$ cat config.mk
export PLATFORM = sky130hd
export DESIGN_NAME = packer
export DESIGN_NICKNAME = d
export VERILOG_FILES = /design/src/rtl/packer_pkg.sv /design/src/rtl/packer.sv
export SDC_FILE = /design/constraint.sdc
export NUM_CORES = 1
export LEC_CHECK = 0
export CORE_ASPECT_RATIO = 1.5
export CORE_MARGIN = 4
export CORE_UTILIZATION = 40
export DETAILED_ROUTE_END_ITERATION = 8
export PLACE_DENSITY = 0.69
export SETUP_SLACK_MARGIN = 0.05
export SLEW_MARGIN = 20
export SYNTH_ARGS = -nofsm -noshare
export SYNTH_HDL_FRONTEND = slang
export SYNTH_SLANG_ARGS = --single-unit
export TNS_END_PERCENT = 20
$ cat constraint.sdc
create_clock -name clk_i -period 2.3 [get_ports clk_i]
set_clock_uncertainty 0.05 [all_clocks]
set_input_delay 0.46 -clock clk_i [delete_from_list [all_inputs] [get_ports clk_i]]
set_output_delay 0.46 -clock clk_i [all_outputs]
set_load 0.1 [all_outputs]
$ cat src/rtl/packer_pkg.sv
// Shared defaults and a lane-offset helper for the packer.
package packer_pkg;

  localparam int DefUnpackedWidth = 2;
  localparam int DefPackedNum     = 4;

  // Bit offset of lane `lane` when every lane is `width` bits wide.
  function automatic int lane_lsb(input int lane, input int width);
    return lane * width;
  endfunction

endpackage

$ cat src/rtl/packer.sv
// Collects UnpackedWidth-bit elements LSB-lane-first into PackedWidth-bit
// words; last_i force-completes a partially filled word.
//
// Handshake (both sides): a transfer happens on a rising edge where valid and
// ready are both high. valid_o is never retracted and packed_o/count_o stay
// stable while valid_o && !ready_i. ready_o depends only on output state and
// ready_i, never on valid_i.
module packer
  import packer_pkg::*;
#(
  parameter int UnpackedWidth = DefUnpackedWidth,
  parameter int PackedNum     = DefPackedNum,
  parameter int PackedWidth   = UnpackedWidth * PackedNum
) (
  input  logic                               clk_i,
  input  logic                               rst_i,
  input  logic [UnpackedWidth-1:0]           unpacked_i,
  input  logic                               valid_i,
  input  logic                               last_i,
  output logic                               ready_o,
  output logic [PackedWidth-1:0]             packed_o,
  output logic [$clog2(PackedNum+1)-1:0]     count_o,
  output logic                               valid_o,
  input  logic                               ready_i,
  output logic                               done_o
);

  localparam int CountWidth   = $clog2(PackedNum);
  localparam int LaneCntWidth = $clog2(PackedNum + 1);

  if (PackedNum < 2) begin : g_bad_packed_num
    $error("packer: PackedNum must be at least 2");
  end
  if (PackedWidth != UnpackedWidth * PackedNum) begin : g_bad_packed_width
    $error("packer: PackedWidth must equal UnpackedWidth*PackedNum");
  end

  logic [PackedWidth-1:0]  acc_q;
  logic [CountWidth-1:0]   lane_q;
  logic [PackedWidth-1:0]  out_q;
  logic [LaneCntWidth-1:0] cnt_q;
  logic                    valid_q;

  logic                    in_fire;
  logic                    out_fire;
  logic                    complete;
  logic [PackedWidth-1:0]  merged;
  logic [LaneCntWidth-1:0] cnt_d;

  assign ready_o  = !valid_q || ready_i;
  assign in_fire  = valid_i && ready_o;
  assign out_fire = valid_q && ready_i;
  assign complete = in_fire && ((lane_q == CountWidth'(PackedNum - 1)) || last_i);
  assign cnt_d    = LaneCntWidth'(lane_q) + LaneCntWidth'(1);

  assign valid_o  = valid_q;
  assign packed_o = valid_q ? out_q : '0;
  assign count_o  = valid_q ? cnt_q : '0;
  assign done_o   = complete;

  // Accumulator with the incoming element written into the current lane.
  // Lanes above lane_q are still zero because acc_q clears on every completion.
  always_comb begin
    merged = acc_q;
    for (int k = 0; k < PackedNum; k++) begin
      if (lane_q == CountWidth'(k)) begin
        merged[lane_lsb(k, UnpackedWidth) +: UnpackedWidth] = unpacked_i;
      end
    end
  end

  // Accumulator and lane index: advance per accepted element, clear on completion.
  always_ff @(posedge clk_i or negedge rst_i) begin
    if (!rst_i) begin
      acc_q  <= '0;
      lane_q <= '0;
    end else if (in_fire) begin
      if (complete) begin
        acc_q  <= '0;
        lane_q <= '0;
      end else begin
        acc_q  <= merged;
        lane_q <= lane_q + CountWidth'(1);
      end
    end
  end

  // Output word register: load on completion (even while draining), drop on drain.
  always_ff @(posedge clk_i or negedge rst_i) begin
    if (!rst_i) begin
      out_q   <= '0;
      cnt_q   <= '0;
      valid_q <= 1'b0;
    end else if (complete) begin
      out_q   <= merged;
      cnt_q   <= cnt_d;
      valid_q <= 1'b1;
    end else if (out_fire) begin
      valid_q <= 1'b0;
    end
  end

endmodule

==> results.toml, run 1 <==
[outcome]
status = "complete, no violations"

[place]
placedInstanceArea_mm2 = 0.00143
place_congestion = 0.776
dp.cells = 143
hpwlAfterDp_um = 1690
dp_slack_ps = 203
port_buffers = 20

[detailed_routing]
first_pass_iters = 2
wl_per_cell_um = 15.2
via_per_inst = 5.07
vias = 745
final_antenna_net_count = 0
drc = 0
drt-initial-drc-count = 7
drt_wl_total_um = 2240

[flow_run]
cap_violations = 0

[synthesis]
syn_inst = 86
synth_area_leader_cell = "dfrtp_1"
syn_area_mm2 = 0.00113
ys.flop_type = "dfrtp_1"
syn_nets = 97
synth.avg_cell_area_um2 = 13.2
synthMuxAreaShare = 0.195
synth_common_cells = "dfrtp_1 (22), and2_1 (13), mux2_2 (13)"
synth_seq_cells = 22
synth_fa_ha_area_frac = 0.0441
synth_xor_area_frac = 0
synth_cell_types = 21
yosys.area_share.simple = 0.119
netlist.area_leader.share = 0.485
synth_warnings = 0
async_reset_ff_frac = 1.00
synthTopCellsByArea = "dfrtp_1 (49%), mux2_2 (13%), and2_1 (7.2%), mux2_4 (6.6%), a32o_1 (6.2%)"
seq_area_frac_synth = 0.485
yosysMostFrequentCell = "dfrtp_1"
synth_compound_area_frac = 0.105
synth_top_family_by_area = "multiplexers"
synth_edf_count = 0

[timing]
setup_viol = 0
fin_setup_tns_ps = 0
tightest_slew_ps = 334
setup_ws_ps = 169
timing.fmax_mhz = 469
drv_slew = 0
period_share = 0.927
whs_ps = 442
finalHoldViolCount = 0
min_period_ps = 2130
rsz0062_at_grt = "no"
timing.slew.headroom = 0.776

[clocking]
ctsHoldBuffers = 0
clk_pin_slew_ps = 80
cts_buffers = 3
post_cts_buffers = 0
cts_max_level = 1
cts_tree = "built"
insertion_delay_ps = 260
cts-root-buf = "clkbuf_8"
ctsResizeCount = 0
clockBufferDepth = 2
cts.sinks = 22

[floorplanning]
initial_core_util = 0.420
core_region_area_mm2 = 0.00271
die_w_um = 51.5
ios = 21
die_h_um = 73.2
rows = 23
die_area_mm2 = 0.00377

[critical_path]
start_kind = "flop"
worstPathCellList = "ha_1 > or2_1 > nand3_4 > clkinvlp_4 > buf_12"
criticalPathCategory = "reg -> out"
critPathCaptureType = "output port"
cp_max_fo = 4
worstPathArrival_ps = 1620
reg2reg_setup_slack_ps = 520
cp_slowest_cell = "dfrtp_1"
cp_slowest_stage_delay_ps = 420
crit_required_ps = 1790

[global_routing]
grt_overflow = 0
gr-usage-all-layers = 0.134
grt_pass1_vias = 758
grt_pass1_wl_um = 3680
grt_max_degree = 23
antenna_found_initial = 0

[pwr]
total_power_mw = 1.52
ir_worst_vdd_v = 0.000567
leakagePower_nw = 0.708
p_per_area_mw_per_mm2 = 1010

[cells_and_area]
finalNonFillerCells = 147
syn2layout_area_growth_pct = 32.1
nets = 122
stdcell_area_mm2 = 0.00150
drive_above_1_share = 0.418
diodes = 0
finish.utilization = 0.554

[min_path]
hold_class = "reg -> reg"
==> final timing paths <==
path                                       start                    to  depth (start not counted)
max reg2reg                lane_q[1]$_DFFE_PN0P_  out_q[0]$_DFFE_PN0P_                          5
min reg2reg                 acc_q[7]$_DFFE_PN0P_  acc_q[7]$_DFFE_PN0P_                          1
min in group asynchronous                  rst_i  out_q[3]$_DFFE_PN0P_                          2
min                         acc_q[7]$_DFFE_PN0P_  acc_q[7]$_DFFE_PN0P_                          1
max in group asynchronous                  rst_i   valid_o$_DFFE_PN0P_                          2
max                        lane_q[1]$_DFFE_PN0P_                done_o                          5
==> area by class of cell <==
class	instances	area, um2
fillers	245	1210
flip-flops and latches	22	554
repair buffers	24	270
well taps	37	46.3
clock inverters	1	30.0
inverters	6	31.3
clock buffers	3	41.3
multi-input cells	54	526
==> worst max-delay path: cells and delay by family, from the launching register on <==
kind	cells	cell delay (ps)
DFF	1	420
and+or+nand+nor	2	410
buffers and inverters	2	270
adders and majority gates	1	260
==> state kept, by name, indices dropped and copies added (netlist names) <==
register,cells
cnt_q,3
acc_q,8
valid_o,1
out_q,8
lane_q,2
==> routing by layer <==
metal  routed length (um)  track usage  vias to the layer above
met1                  905        0.160                      370
met4                   42       0.0612                        0
met2                 1190        0.222                       16
li1                     -            -                      354
met3                  102       0.0348                        5
met5                    0            0                        -
==> cell families after synthesis <==
kind of cell / count (synthesis)
mux: 18
fa+ha+maj: 4
compound gates: 14
simple gates: 18
buf+inv: 10
flops: 22
==> cells in the final DEF, fill, tap and decap left out, types with 3 or more instances in the layout <==
cell type,instances
buf_12,6
ha_1,4
a32o_1,7
clkdlybuf4s50_1,6
and2_1,13
o211ai_1,3
mux2_2,13
clkbuf_8,3
mux2_4,5
buf_4,12
dfrtp_1,21
inv_1,4
==> power breakdown <==
group	switching [mW]	leakage (nW)	internal [mW]
clock network	0.128	0.0357	0.233
logic	0.387	0.382	0.248
registers	0.0506	0.289	0.475
(Power assumes the default switching activity.)
==> inputs of run 2 (changes only) <==
--- a/config.mk
+++ b/config.mk
@@ -6,8 +6,9 @@
 export NUM_CORES = 1
 export LEC_CHECK = 0
 export CORE_ASPECT_RATIO = 1.5
-export CORE_MARGIN = 4
+export CORE_MARGIN = 2
 export CORE_UTILIZATION = 40
+export CTS_BUF_LIST = sky130_fd_sc_hd__clkbuf_2 sky130_fd_sc_hd__clkbuf_4 sky130_fd_sc_hd__clkbuf_8
 export DETAILED_ROUTE_END_ITERATION = 8
 export PLACE_DENSITY = 0.69
 export SETUP_SLACK_MARGIN = 0.05
==> run 2 against run 1 <==
Combinational power is essentially flat. Final cell count is the same. Die area shrank 13%. Critical path depth is the same. Wire length shrank 4.2%. Critical path type unchanged. Largest power group unchanged.
==> results.toml, run 2 (synthesized netlist as in run 1, its figures left out) <==
[outcome]
status = "complete, no violations"

[timing]
min_period_ps = 2150
rsz0062_at_grt = "no"
timing.slew.headroom = 0.790
setup_viol = 0
fin_setup_tns_ps = 0
finalHoldViolCount = 0
tightest_slew_ps = 314
period_share = 0.934
timing.fmax_mhz = 465
drv_slew = 0

[floorplanning]
die_w_um = 47.5
die_area_mm2 = 0.00329
ios = 21
initial_core_util = 0.424
rows = 23
die_h_um = 69.2
core_region_area_mm2 = 0.00268

[clocking]
cts_tree = "built"
clockBufferDepth = 2
cts-root-buf = "clkbuf_8"
clk_pin_slew_ps = 80
ctsResizeCount = 0
cts_max_level = 1
ctsHoldBuffers = 0
cts.sinks = 22
insertion_delay_ps = 270
cts_buffers = 3
post_cts_buffers = 0

[critical_path]
crit_required_ps = 1790
startpoint = "lane_q[1]$_DFFE_PN0P_"
cp_max_fo = 4
worstPathArrival_ps = 1640
r2r-start = "lane_q[1]$_DFFE_PN0P_"
critPathCaptureType = "output port"
start_kind = "flop"
criticalPathCategory = "reg -> out"

[cells_and_area]
multiInputGateArea_um2 = 526
diodes = 0
finish.utilization = 0.560
final_common_cell = "dfrtp_1"
seq_area_um2 = 554
fill_cells = 233
syn2layout_area_growth_pct = 32.1
layout_common_cells = "dfrtp_1 (21), and2_1 (13), mux2_2 (13), buf_4 (12), a32o_1 (7)"
drive_above_1_share = 0.418
largestRegisters = "acc_q: 8 flops, out_q: 8 flops, cnt_q: 3 flops"
nets = 122

[detailed_routing]
wl_per_cell_um = 14.6
via_per_inst = 4.95
drt_wl_total_um = 2150
drc = 0
final_antenna_net_count = 0
drt-initial-drc-count = 9
vias = 727
first_pass_iters = 4

[pwr]
p_per_area_mw_per_mm2 = 1020
ir_worst_vdd_v = 0.000537
total_power_mw = 1.52
leakagePower_nw = 0.708

[global_routing]
antenna_found_initial = 0
gr-usage-all-layers = 0.153
grt_pass1_vias = 737
grt_overflow = 0
grt_max_degree = 23
grt_pass1_wl_um = 3560

[min_path]
hold_path.startpoint = "acc_q[7]$_DFFE_PN0P_"
hold_class = "reg -> reg"

[place]
place_congestion = 0.752
port_buffers = 20
hpwlAfterDp_um = 1520

[flow_run]
cap_violations = 0
## run 2: cell type report
cell class                      count  area share
Sequential cell                    22       0.370
Inverter                            6      0.0209
Clock inverter                      1      0.0200
Multi-Input combinational cell     54       0.351
Timing Repair Buffer               24       0.180
Tap cell                           37      0.0309
Clock buffer                        3      0.0275
## run 2: worst paths after layout
path                                   endpoint  slack, ps  cells past startpoint
max                                      done_o        150                      5
min                        acc_q[7]$_DFFE_PN0P_        440                      1
max reg2reg                out_q[2]$_DFFE_PN0P_        460                      5
min reg2reg                acc_q[7]$_DFFE_PN0P_        440                      1
max in group asynchronous   valid_o$_DFFE_PN0P_       1460                      2
min in group asynchronous  out_q[6]$_DFFE_PN0P_        490                      2
## run 2: layer usage
| metal | track usage | vias to the layer above | wire (um) |
|---|---|---|---|
| li1 | - | 351 | - |
| met3 | 0.0234 | 5 | 80 |
| met4 | 0.0833 | 0 | 57 |
| met2 | 0.224 | 15 | 1080 |
| met5 | 0 | - | 0 |
| met1 | 0.207 | 356 | 927 |
## run 2: power breakdown
part | leakage [nW] | total (mW) | internal, mW | switching, mW
sequential | 0.289 | 0.523 | 0.474 | 0.0484
clock | 0.0357 | 0.368 | 0.233 | 0.135
combinational | 0.383 | 0.632 | 0.248 | 0.384
total | 0.708 | 1.52 | 0.955 | 0.567
## run 2: per-stage QoR
| step | hold slack [ps] | cell area, um2 | worst slack, ps | cells |
|---|---|---|---|---|
| floorplan | 114 | 1140 | 94.0 | 86 |
| global placement | 416 | 1430 | 196 | 143 |
| detailed placement | 417 | 1430 | 186 | 143 |
| CTS | 443 | 1500 | 134 | 147 |
| global route | 461 | 1500 | 64.1 | 147 |
| finish | 435 | 1500 | 151 | 147 |
## run 2: critical path, stage by stage (launching register included)
cell and delay [ps]:
dfrtp_1 420, ha_1 250, or2_1 290, nand3_4 130, clkinvlp_4 110, buf_12 170
